## config.mk

```make
export PLATFORM = sky130hd
export DESIGN_NAME = x_serial_tx
export DESIGN_NICKNAME = d
export VERILOG_FILES = /design/src/rtl/x_serial_tx.sv
export SDC_FILE = /design/constraint.sdc
export NUM_CORES = 1
export LEC_CHECK = 0
export CAP_MARGIN = 20
export CORE_ASPECT_RATIO = 1.2
export CORE_MARGIN = 2
export CORE_UTILIZATION = 50
export CTS_CLUSTER_SIZE = 14
export DETAILED_ROUTE_END_ITERATION = 16
export PLACE_DENSITY = 0.78
export SLEW_MARGIN = 5
export SYNTH_ARGS = -nofsm -noshare
export SYNTH_HDL_FRONTEND = slang
export SYNTH_SLANG_ARGS = --single-unit
```

## constraint.sdc

```tcl
create_clock -name clk -period 3.2 [get_ports clk]
set_clock_uncertainty 0.1 [all_clocks]
set_input_delay 0.32 -clock clk [delete_from_list [all_inputs] [get_ports clk]]
set_output_delay 0.32 -clock clk [all_outputs]
set_load 0.05 [all_outputs]
```

## src/rtl/x_serial_tx.sv

```systemverilog
// x_serial_tx: parallel-to-serial feeder for the bit-serial x port of a MAC PE.
// Streams nbits of a word MSB-first over a 4-phase dual-rail link (xr / xd / xa).
module x_serial_tx #(
   parameter int NOC_WID           = 16,
   parameter int REGIONAL_ADDR_WID = 11,
   parameter int SYNC_STAGES       = 2
) (
   input  logic                         clk,
   input  logic                         rst,
   input  logic [NOC_WID-1:0]           cfg_dat,
   input  logic [REGIONAL_ADDR_WID-1:0] cfg_adr,
   input  logic [REGIONAL_ADDR_WID-1:0] slv_addr,
   input  logic [NOC_WID-1:0]           in_dat,
   input  logic                         in_vld,
   output logic                         in_rdy,
   output logic                         busy,
   output logic                         done,
   output logic                         xr,
   output logic [1:0]                   xd,
   input  logic                         xa
);
   localparam int CNT_W = $clog2(NOC_WID + 1);
   localparam logic [CNT_W-1:0]   MAX_BITS = CNT_W'(NOC_WID);
   localparam logic [NOC_WID-1:0] MAX_DAT  = NOC_WID'(NOC_WID);
   localparam logic [CNT_W-1:0]   CNT_ONE  = CNT_W'(1);

   typedef enum logic [2:0] {S_IDLE, S_REQ, S_DATA, S_NULL, S_REL} state_t;

   state_t               state_q, state_d;
   logic [CNT_W-1:0]     nbits_cfg;
   logic [CNT_W-1:0]     cnt_q, cnt_d;
   logic [NOC_WID-1:0]   sh_q, sh_d;
   logic                 xr_q, xr_d;
   logic [1:0]           xd_q, xd_d;
   logic                 done_q, done_d;
   logic                 in_rdy_q, busy_q;
   logic [SYNC_STAGES-1:0] xa_sync;
   logic                 xa_s;

   assign xa_s   = xa_sync[SYNC_STAGES-1];
   assign in_rdy = in_rdy_q;
   assign busy   = busy_q;
   assign done   = done_q;
   assign xr     = xr_q;
   assign xd     = xd_q;

   always_ff @(posedge clk or negedge rst) begin
      if (!rst) begin
         xa_sync <= '0;
      end else begin
         xa_sync[0] <= xa;
         for (int i = 1; i < SYNC_STAGES; i++) xa_sync[i] <= xa_sync[i-1];
      end
   end

   // Oversized lengths saturate so a frame never exceeds the word width.
   always_ff @(posedge clk or negedge rst) begin
      if (!rst) begin
         nbits_cfg <= '0;
      end else if (cfg_adr == slv_addr) begin
         nbits_cfg <= (cfg_dat > MAX_DAT) ? MAX_BITS : cfg_dat[CNT_W-1:0];
      end
   end

   always_comb begin
      state_d = state_q;
      cnt_d   = cnt_q;
      sh_d    = sh_q;
      xr_d    = xr_q;
      xd_d    = xd_q;
      done_d  = 1'b0;
      case (state_q)
         S_IDLE: begin
            if (in_vld && in_rdy_q) begin
               // Left-align the frame so the next bit to send is always the MSB.
               sh_d    = in_dat << (MAX_BITS - nbits_cfg);
               cnt_d   = nbits_cfg;
               xr_d    = 1'b1;
               state_d = S_REQ;
            end
         end
         S_REQ: begin
            if (xa_s) begin
               if (cnt_q == '0) begin
                  xr_d    = 1'b0;
                  state_d = S_REL;
               end else begin
                  xd_d    = sh_q[NOC_WID-1] ? 2'b10 : 2'b01;
                  sh_d    = sh_q << 1;
                  state_d = S_DATA;
               end
            end
         end
         S_DATA: begin
            if (!xa_s) begin
               xd_d    = 2'b00;
               cnt_d   = cnt_q - CNT_ONE;
               state_d = S_NULL;
            end
         end
         S_NULL: begin
            if (xa_s) begin
               if (cnt_q != '0) begin
                  xd_d    = sh_q[NOC_WID-1] ? 2'b10 : 2'b01;
                  sh_d    = sh_q << 1;
                  state_d = S_DATA;
               end else begin
                  xr_d    = 1'b0;
                  state_d = S_REL;
               end
            end
         end
         S_REL: begin
            if (!xa_s) begin
               done_d  = 1'b1;
               state_d = S_IDLE;
            end
         end
         default: state_d = S_IDLE;
      endcase
   end

   always_ff @(posedge clk or negedge rst) begin
      if (!rst) begin
         state_q  <= S_IDLE;
         cnt_q    <= '0;
         sh_q     <= '0;
         xr_q     <= 1'b0;
         xd_q     <= 2'b00;
         done_q   <= 1'b0;
         in_rdy_q <= 1'b0;
         busy_q   <= 1'b0;
      end else begin
         state_q  <= state_d;
         cnt_q    <= cnt_d;
         sh_q     <= sh_d;
         xr_q     <= xr_d;
         xd_q     <= xd_d;
         done_q   <= done_d;
         in_rdy_q <= (state_d == S_IDLE);
         busy_q   <= (state_d != S_IDLE);
      end
   end

endmodule

```

Yosys cells after proc, flatten, opt, wreduce, memory -nomap -nowiden
Index checks and enable logic that the tools add are counted.
{ "totals": {"out_inout_bits": 6, "register_bits": 37, "elab_cells": 73, "inputBits": 58} }
{ "op_classes": {"n_eq_ne": 13, "add_sub_neg": 2, "reduce_logical": 13, "shift": 1, "muxes": 33, "magnitude_cmp": 1} }
{ "op_table": {"columns": ["op", "count"], "rows": [
  ["2-to-1 mux 16 bit", 5],
  ["one-hot mux 16 bit (3 select lines)", 1],
  ["2-to-1 mux 3 bit", 7],
  ["AND reduction 6 bit", 3],
  ["> comparator 16 x 5 -> 1 bit, second input constant", 1],
  ["!= test 2 bit, second input constant", 8],
  ["left shift 16 x 5 -> 16 bit", 1],
  ["2-to-1 mux 5 bit", 3],
  ["one-hot mux 3 bit (5 select lines)", 1],
  ["2-to-1 mux 2 bit", 6],
  ["== test 11 bit", 1],
  ["one-hot mux 5 bit (2 select lines)", 1],
  ["nonzero test 3 bit", 3],
  ["2-to-1 mux 1 bit", 7],
  ["== test 3 x 2 -> 1 bit, second input constant", 2],
  ["zero test 3 bit", 2],
  ["one-hot mux 2 bit (3 select lines)", 1],
  ["zero test 5 bit", 1],
  ["nonzero test 5 bit", 1],
  ["subtractor 5 x 1 -> 5 bit, second input constant", 1],
  ["subtractor 5 bit, first input constant", 1],
  ["== test 3 x 1 -> 1 bit, second input constant", 1],
  ["== test 3 bit, second input constant", 1],
  ["one-hot mux 1 bit (3 select lines)", 1],
  ["other kinds (3)", 3]
]} }

Logic depth before layout (Yosys ltp)
Gate-level depths: netlist of run 1.
{ "depth": {"depth_word": 5, "ltp_mapped": 9, "mapped_depth_nobuf": 7} }

Worst setup path before layout of run 1
No wires, ideal clock.
{ "synth_path": {"kind": "register to register", "start": "register nbits_cfg[0]", "end": "register sh_q[15]", "setup_ps": 128, "t_arrival_ps": 2332, "path_stages_with_launch": 10, "setup_slack_ps": 639, "period_less_slack_ps": 2561, "path_cell_list": "dfrtp_1 -> buf_4 -> buf_4 -> inv_1 -> ha_1 -> xnor2_4 -> mux4_2 -> nor2b_1 -> a311oi_1 -> o31ai_1"} }
{ "synth_via": {"elab_chain_cells": 4} }
{ "synth_lines": {"columns": ["element", "line_no", "text"], "rows": [
  ["from (decl)", "30", "logic [CNT_W-1:0] nbits_cfg;"],
  ["from (signal assigned)", "61", "nbits_cfg <= (cfg_dat > MAX_DAT) ? MAX_BITS : cfg_dat[CNT_W-1:0];"],
  ["subtractor 5 bit", "76", "sh_d = in_dat << (MAX_BITS - nbits_cfg);"],
  ["left shift 16 x 5 -> 16 bit", "76", null],
  ["2-to-1 mux 16 bit", "74", "if (in_vld && in_rdy_q) begin"],
  ["one-hot mux 16 bit (3 select lines)", "72", "case (state_q)"],
  ["to (signal assigned)", "127", "sh_q <= '0;"],
  ["to (signal assigned)", "136", "sh_q <= sh_d;"],
  ["to (decl)", "32", "logic [NOC_WID-1:0] sh_q, sh_d;"]
]} }
No other way between the ends. The select of a mux whose other input is x is not followed.
A chain may end at the register's enable or synchronous reset.

Final worst setup path of run 1
{ "layout_path": {"start": "register nbits_cfg[1]", "end": "register sh_q[15]"} }
The elaborated chain is that of the path after synthesis.

==> impl_metrics.env, run 1 <==
export IMPL_fmax_ghz=0.412
export IMPL_clockBufferDepth=2
export IMPL_synth_edf_count=0
export IMPL_hold_depth=0
export IMPL_synth_area_per_cell_sq_um=9.28
export IMPL_holdPathEnd="xa_sync[1]$_DFF_PN0_"
export IMPL_grt_max_degree=38
export IMPL_synth_top_area_share_pct=36.6
export IMPL_ys_types=45
export IMPL_postRouteAntennaNets=0
export IMPL_cts_made_buffers=5
export IMPL_crit_type="reg -> reg"
export IMPL_synth_nets=334
export IMPL_initial_core_util_pct=51.6
export IMPL_finalSetupTns_ns=0
export IMPL_drt_iter0_drc=91
export IMPL_regToRegSetupSlack_ns=0.77
export IMPL_fill_cells=402
export IMPL_yosys_most_used_dff="dfrtp_1"
export IMPL_cts_root_buf="clkbuf_8"
export IMPL_hold_viol=0
export IMPL_post_synth_top_count_cell="dfrtp_1"
export IMPL_endpoint_kind="register"
export IMPL_synth_area_leaders="dfrtp_1 37%, mux2_2 6.2%, mux4_2 6.2%"
export IMPL_clockPowerShare_pct=16.0
export IMPL_synth_commonest_cells="37 x dfrtp_1, 32 x nor2_1, 25 x nand2_1, 19 x o21ai_0, 16 x a21oi_1"
export IMPL_htree_num_levels=2
export IMPL_die_x_um=69.0
export IMPL_fin_crit_sh_pct=75.8
export IMPL_p_seq_share_pct=37.9
export IMPL_cp_max_fo=10
export IMPL_core_sq_um=4900
export IMPL_tightest_slew_ns=0.731
export IMPL_fin_crit_ns=2.43
export IMPL_maxCapViolCount=0
export IMPL_ir_drop_uv=323
export IMPL_internal_power_w=0.00124
export IMPL_status="finished clean"
export IMPL_post_cts_buffers=0
export IMPL_nets=398
export IMPL_sw_frac_of_total_pct=40.7
export IMPL_areaGrowthSynthToFinish_pct=30.9
export IMPL_drtPass1Iterations=7
export IMPL_fin_total_pwr_w=0.00210
export IMPL_rr_startpoint="nbits_cfg[1]$_DFFE_PN0N_"
export IMPL_drive_above_1_share_pct=11.6
export IMPL_cts_resized=0
export IMPL_synth_top_area_cell="dfrtp_1"
export IMPL_synth_ff_latch_count=37
export IMPL_reg2reg_depth=7
export IMPL_wl_um=6140
export IMPL_wl_per_cell_um=15.5
export IMPL_hp_class="reg -> reg"
export IMPL_die_area_sq_um=5650
export IMPL_track_usage_pct=23.8
export IMPL_async_reset_ff_share_pct=100
export IMPL_cts_hold_buf=0
export IMPL_cp_required_ns=3.27
export IMPL_fin_ws_ns=0.773
export IMPL_place_congestion=0.855
export IMPL_yosys_warnings=0
export IMPL_netlist_area_sq_um=2530
export IMPL_netlist_instances=273
export IMPL_clock_latency_ns=0.29
export IMPL_drc_errors=0
export IMPL_place_ws_ns=0.808
export IMPL_gr_total_overflow=0
export IMPL_die_height_um=82.0
export IMPL_grt_pass1_wl_um=10000
export IMPL_ioPinCount=64
export IMPL_p_sw_w=0.000854
export IMPL_cts_num_sinks=37
export IMPL_antenna_found_initial=0
export IMPL_grt_pass1_vias=2179
export IMPL_dp_final_hpwl_um=4860
export IMPL_num_rows=28
export IMPL_rsz0062_at_grt="false"
export IMPL_regToRegEndpoint="sh_q[15]$_DFFE_PN0P_"
export IMPL_maxSlewViolCount=0
export IMPL_synth_seq_area_share_pct=36.6
export IMPL_diodes=0
export IMPL_power_density_nw_per_um2=633
export IMPL_vias=2285
export IMPL_cp_arrival_ns=2.49
export IMPL_port_buffers=63
export IMPL_comb_power_share_pct=46.2
export IMPL_maxSlewHeadroom_pct=51.3
export IMPL_cp_start_kind="register"
export IMPL_setup_viol=0
export IMPL_routed_via_density=5.76
export IMPL_path_clk_slew_ns=0.07
export IMPL_min_from="xa_sync[0]$_DFF_PN0_"
export IMPL_leakagePower_nw=1.34
export IMPL_tritoncts="done"
-- worst max-delay path, stage by stage, from the launching register on --
cell and delay [ns]:
dfrtp_1 0.39, inv_1 0.08, ha_1 0.28, xnor2_4 0.35, mux4_2 0.56, nor2b_1 0.15, a311oi_1 0.29, o31ai_1 0.11
-- power groups by stage --
stage / registers (W) / clock network [W] / logic, W
2_1_floorplan: 0.000856 / 0 / 0.000609
3_3_place_gp: 0.000795 / 0 / 0.000951
3_5_place_dp: 0.000802 / 0 / 0.000973
4_1_cts: 0.000794 / 0.000343 / 0.000975
5_1_grt: 0.000817 / 0.000356 / 0.00109
6_report: 0.000794 / 0.000335 / 0.000968
-- cell families (layout without fill, tap and decap cells) --
family / Yosys count / in the layout / share of synthesized area [%]
xor+xnor: 16 / 16 / 6.57
mux: 33 / 33 / 17.2
fa+ha+maj: 3 / 3 / 1.48
compound gates: 60 / 60 / 14.6
flops: 37 / 37 / 36.6
buf+inv: 22 / 86 / 3.80
simple gates: 102 / 102 / 19.8
-- layer usage --
layer	vias to the layer above	GRT usage [%]	wire length (um)
met5	-	0	0
met4	0	6.86	53
met3	5	3.70	257
met2	64	44.2	3390
met1	1101	27.6	2440
li1	1115	-	-
-- worst max-delay path by stage --
stage / from / end / cells past startpoint
after floorplan: nbits_cfg[0]$_DFFE_PN0N_ / sh_q[15]$_DFFE_PN0P_ / 9
after global placement: nbits_cfg[1]$_DFFE_PN0N_ / sh_q[15]$_DFFE_PN0P_ / 7
after detailed placement: nbits_cfg[1]$_DFFE_PN0N_ / sh_q[15]$_DFFE_PN0P_ / 7
after CTS: nbits_cfg[1]$_DFFE_PN0N_ / sh_q[15]$_DFFE_PN0P_ / 7
after global routing: nbits_cfg[1]$_DFFE_PN0N_ / sh_q[13]$_DFFE_PN0P_ / 7
final: nbits_cfg[1]$_DFFE_PN0N_ / sh_q[15]$_DFFE_PN0P_ / 7
-- cell type report --
cell class	instances	area [sq um]	area share, %
repair buffers	69	676	20.4
well taps	60	75.1	2.27
inverters	10	37.5	1.13
multi-input cells	214	1510	45.6
clock buffers	6	82.6	2.49
clock inverters	1	7.51	0.227
flip-flops and latches	37	926	27.9
-- layout by cell type, fill, tap and decap left out, drive strengths merged, types with 2 or more instances in the layout --
cell type	instances
o31ai	2
ha	3
clkdlybuf4s50	63
xnor2	13
nand3b	2
o2bb2a	2
nor3	9
o21ai	19
nor2b	4
xor2	3
nor4	3
nand2	25
nand3	9
and2	2
clkbuf	6
a22oi	8
a31oi	4
or4	2
dfrtp	37
mux2	14
nand4	3
inv	10
a41oi	2
mux2i	12
mux4	7
o211ai	3
a21oi	16
buf	6
nor2	32
nand2b	4
or3	2
-- registers in the layout, indices dropped and copies added, names as in the netlist, 2 cells and up --
name       flops
cnt_q          5
nbits_cfg      5
sh_q          16
state_q        3
xa_sync        2
xd             2
-- through the flow --
stage	hold WS [ns]	std cells	area [sq um]	util [%]
2_1_floorplan	-0.0756	273	2530	-
3_3_place_gp	0.257	390	3220	65.7
3_5_place_dp	0.269	390	3220	65.7
4_1_cts	0.286	397	3310	67.6
5_1_grt	0.282	397	3310	67.6
6_report	0.282	397	3310	67.6
Power figures use the tool's default switching activity.
==> run 2, diff against run 1 <==
--- a/config.mk
+++ b/config.mk
@@ -8,10 +8,10 @@
 export CAP_MARGIN = 20
 export CORE_ASPECT_RATIO = 1.2
 export CORE_MARGIN = 2
-export CORE_UTILIZATION = 50
+export CORE_UTILIZATION = 45
 export CTS_CLUSTER_SIZE = 14
 export DETAILED_ROUTE_END_ITERATION = 16
-export PLACE_DENSITY = 0.78
+export PLACE_DENSITY = 0.74
 export SLEW_MARGIN = 5
 export SYNTH_ARGS = -nofsm -noshare
 export SYNTH_HDL_FRONTEND = slang
==> constraint.sdc (replaced) <==
create_clock -name clk -period 2 [get_ports clk]
set_clock_uncertainty 0.1 [all_clocks]
set_input_delay 0.2 -clock clk [delete_from_list [all_inputs] [get_ports clk]]
set_output_delay 0.2 -clock clk [all_outputs]
set_load 0.05 [all_outputs]
==> run 2 against run 1 <==
Effect of this change:
- the flow now finishes with violations (negative setup slack)
- final cell count up 6.8%
- global-route usage fell by 3.2 points
- clock power grew 100%
- fmax up 17%
- via count is 3.2% higher
- non-clock buffer count is 23 higher
- register-to-register slack worse by 0.84 ns
==> impl_metrics.env, run 2 (synthesis results as in run 1) <==
export IMPL_fin_cells=424
export IMPL_dp_final_hpwl_um=4690
export IMPL_leakagePower_nw=1.51
export IMPL_postRouteAntennaNets=0
export IMPL_track_usage_pct=20.6
export IMPL_areaGrowthSynthToFinish_pct=49.9
export IMPL_busiest_layer="met2"
export IMPL_regArea_sq_um=927
export IMPL_hold_viol=0
export IMPL_crit_type="reg -> reg"
export IMPL_ir_drop_uv=438
export IMPL_rsz0062_at_grt="true"
export IMPL_drt_iter0_drc=136
export IMPL_violations="negative setup slack"
export IMPL_wl_um=6200
export IMPL_drtPass1Iterations=4
export IMPL_startpoint="nbits_cfg[0]$_DFFE_PN0N_"
export IMPL_cts_num_sinks=37
export IMPL_wl_per_cell_um=14.6
export IMPL_maxSlewHeadroom_pct=67.0
export IMPL_die_height_um=86.2
export IMPL_path_clk_slew_ns=0.08
export IMPL_grt_pass1_vias=2375
export IMPL_maxCapViolCount=0
export IMPL_tritoncts="done"
export IMPL_cp_endpoint="sh_q[6]$_DFFE_PN0P_"
export IMPL_largest_register_ffs=16
export IMPL_final_common_cell="clkdlybuf4s50_1"
export IMPL_cts_hold_buf=0
export IMPL_drc_errors=0
export IMPL_cp_required_ns=2.07
export IMPL_nets=422
export IMPL_regMostFlops="sh_q"
export IMPL_ioPinCount=64
export IMPL_clockBufferDepth=2
export IMPL_cts_made_buffers=5
export IMPL_fin_crit_ns=2.07
export IMPL_reg2reg_depth=8
export IMPL_antenna_found_initial=0
export IMPL_tightest_slew_ns=0.493
export IMPL_fmax_ghz=0.484
export IMPL_layout_common_cells="63 x clkdlybuf4s50_1, 36 x dfrtp_1, 29 x nor2_1, 25 x nand2_1, 23 x buf_4"
export IMPL_fin_crit_sh_pct=103
export IMPL_maxSlewViolCount=0
export IMPL_htree_num_levels=2
export IMPL_regToRegSetupSlack_ns=-0.07
export IMPL_power_density_nw_per_um2=1020
export IMPL_multi_input_area_sq_um=1740
export IMPL_place_ws_ns=-0.148
export IMPL_hp_class="in -> async"
export IMPL_cts_root_buf="clkbuf_8"
export IMPL_routed_via_density=5.56
export IMPL_use_met1_pct=25.7
export IMPL_grt_pass1_wl_um=10500
export IMPL_cp_start_kind="register"
export IMPL_port_buffers=63
export IMPL_place_inst=408
export IMPL_core_sq_um=5370
export IMPL_top_regs="sh_q x16, cnt_q x5, nbits_cfg x5"
export IMPL_num_rows=29
export IMPL_initial_core_util_pct=47.2
export IMPL_grt_util_met2_pct=37.8
export IMPL_placed_area_sq_um=3440
export IMPL_endpoint_kind="register"
export IMPL_diodes=0
export IMPL_holdWs_ns=0.242
export IMPL_die_area_sq_um=6250
export IMPL_place_congestion=0.833
export IMPL_fill_cells=404
export IMPL_cp_arrival_ns=2.14
export IMPL_fin_area_sq_um=3800
export IMPL_finalSetupTns_ns=-0.222
export IMPL_status="finished, violations left"
export IMPL_die_x_um=72.5
export IMPL_drive_above_1_share_pct=25.7
export IMPL_vias=2358
export IMPL_setup_viol=7
export IMPL_grt_use_met3_pct=2.21
export IMPL_gr_total_overflow=0
export IMPL_rr_startpoint="nbits_cfg[0]$_DFFE_PN0N_"
export IMPL_cp_max_fo=5
export IMPL_regToRegEndpoint="sh_q[6]$_DFFE_PN0P_"
export IMPL_grt_max_degree=38
export IMPL_fin_ws_ns=-0.0667
export IMPL_clock_latency_ns=0.28
[run 2: through the flow]
| stage | utilization, % | total power [W] |
|---|---|---|
| 2_1_floorplan | - | 0.00241 |
| 3_3_place_gp | 64.0 | 0.00297 |
| 3_5_place_dp | 64.0 | 0.00303 |
| 4_1_cts | 67.0 | 0.00372 |
| 5_1_grt | 70.7 | 0.00412 |
| 6_report | 70.7 | 0.00386 |
[run 2: layout make-up]
cell class	instances	area share, %
multi-input combinational	215	45.8
sequential	37	24.4
clock inverter	1	0.791
tap	62	2.04
inverter	10	1.05
clock buffer	7	2.27
timing repair buffer	92	23.6
[run 2: metal layers]
metal  wire length [um]  vias to the layer above
li1                   -                     1167
met1               2610                     1113
met2               3280                       74
met3                258                        4
met4                 53                        0
met5                  0                        -
[run 2: repair_timing]
action,4_1_cts,5_1_grt
resized for setup,6,31
pin swaps,1,6
setup endpoints to repair,16,17
hold endpoints to repair,0,0
setup buffers,2,5
gates cloned,0,1
[run 2: worst min path at each step]
stage	to	slack, ns	cells past startpoint	start
floorplan	busy$_DFF_PN0_	-0.20	0	rst
CTS	done$_DFF_PN0_	0.25	2	rst
global route	xa_sync[0]$_DFF_PN0_	0.27	1	xa
detailed placement	xa_sync[1]$_DFF_PN0_	0.24	0	xa_sync[0]$_DFF_PN0_
finish	cnt_q[3]$_DFFE_PN0P_	0.24	2	rst
global placement	xa_sync[1]$_DFF_PN0_	0.24	0	xa_sync[0]$_DFF_PN0_
[run 2: critical path, stage by stage, from the launching register on]
cell and delay, ns:
dfrtp_1 0.40, inv_4 0.05, ha_4 0.19, xnor2_4 0.22, buf_12 0.15, mux4_2 0.33
mux2_4 0.29, a22oi_2 0.14, a21oi_1 0.08
[run 2: where the power goes]
part / total (W) / switching (W) / internal, W
Clock: 0.000679 / 0.000272 / 0.000407
Sequential: 0.00126 / 0.000215 / 0.00105
Combinational: 0.00192 / 0.00103 / 0.000892
Total: 0.00386 / 0.00151 / 0.00234
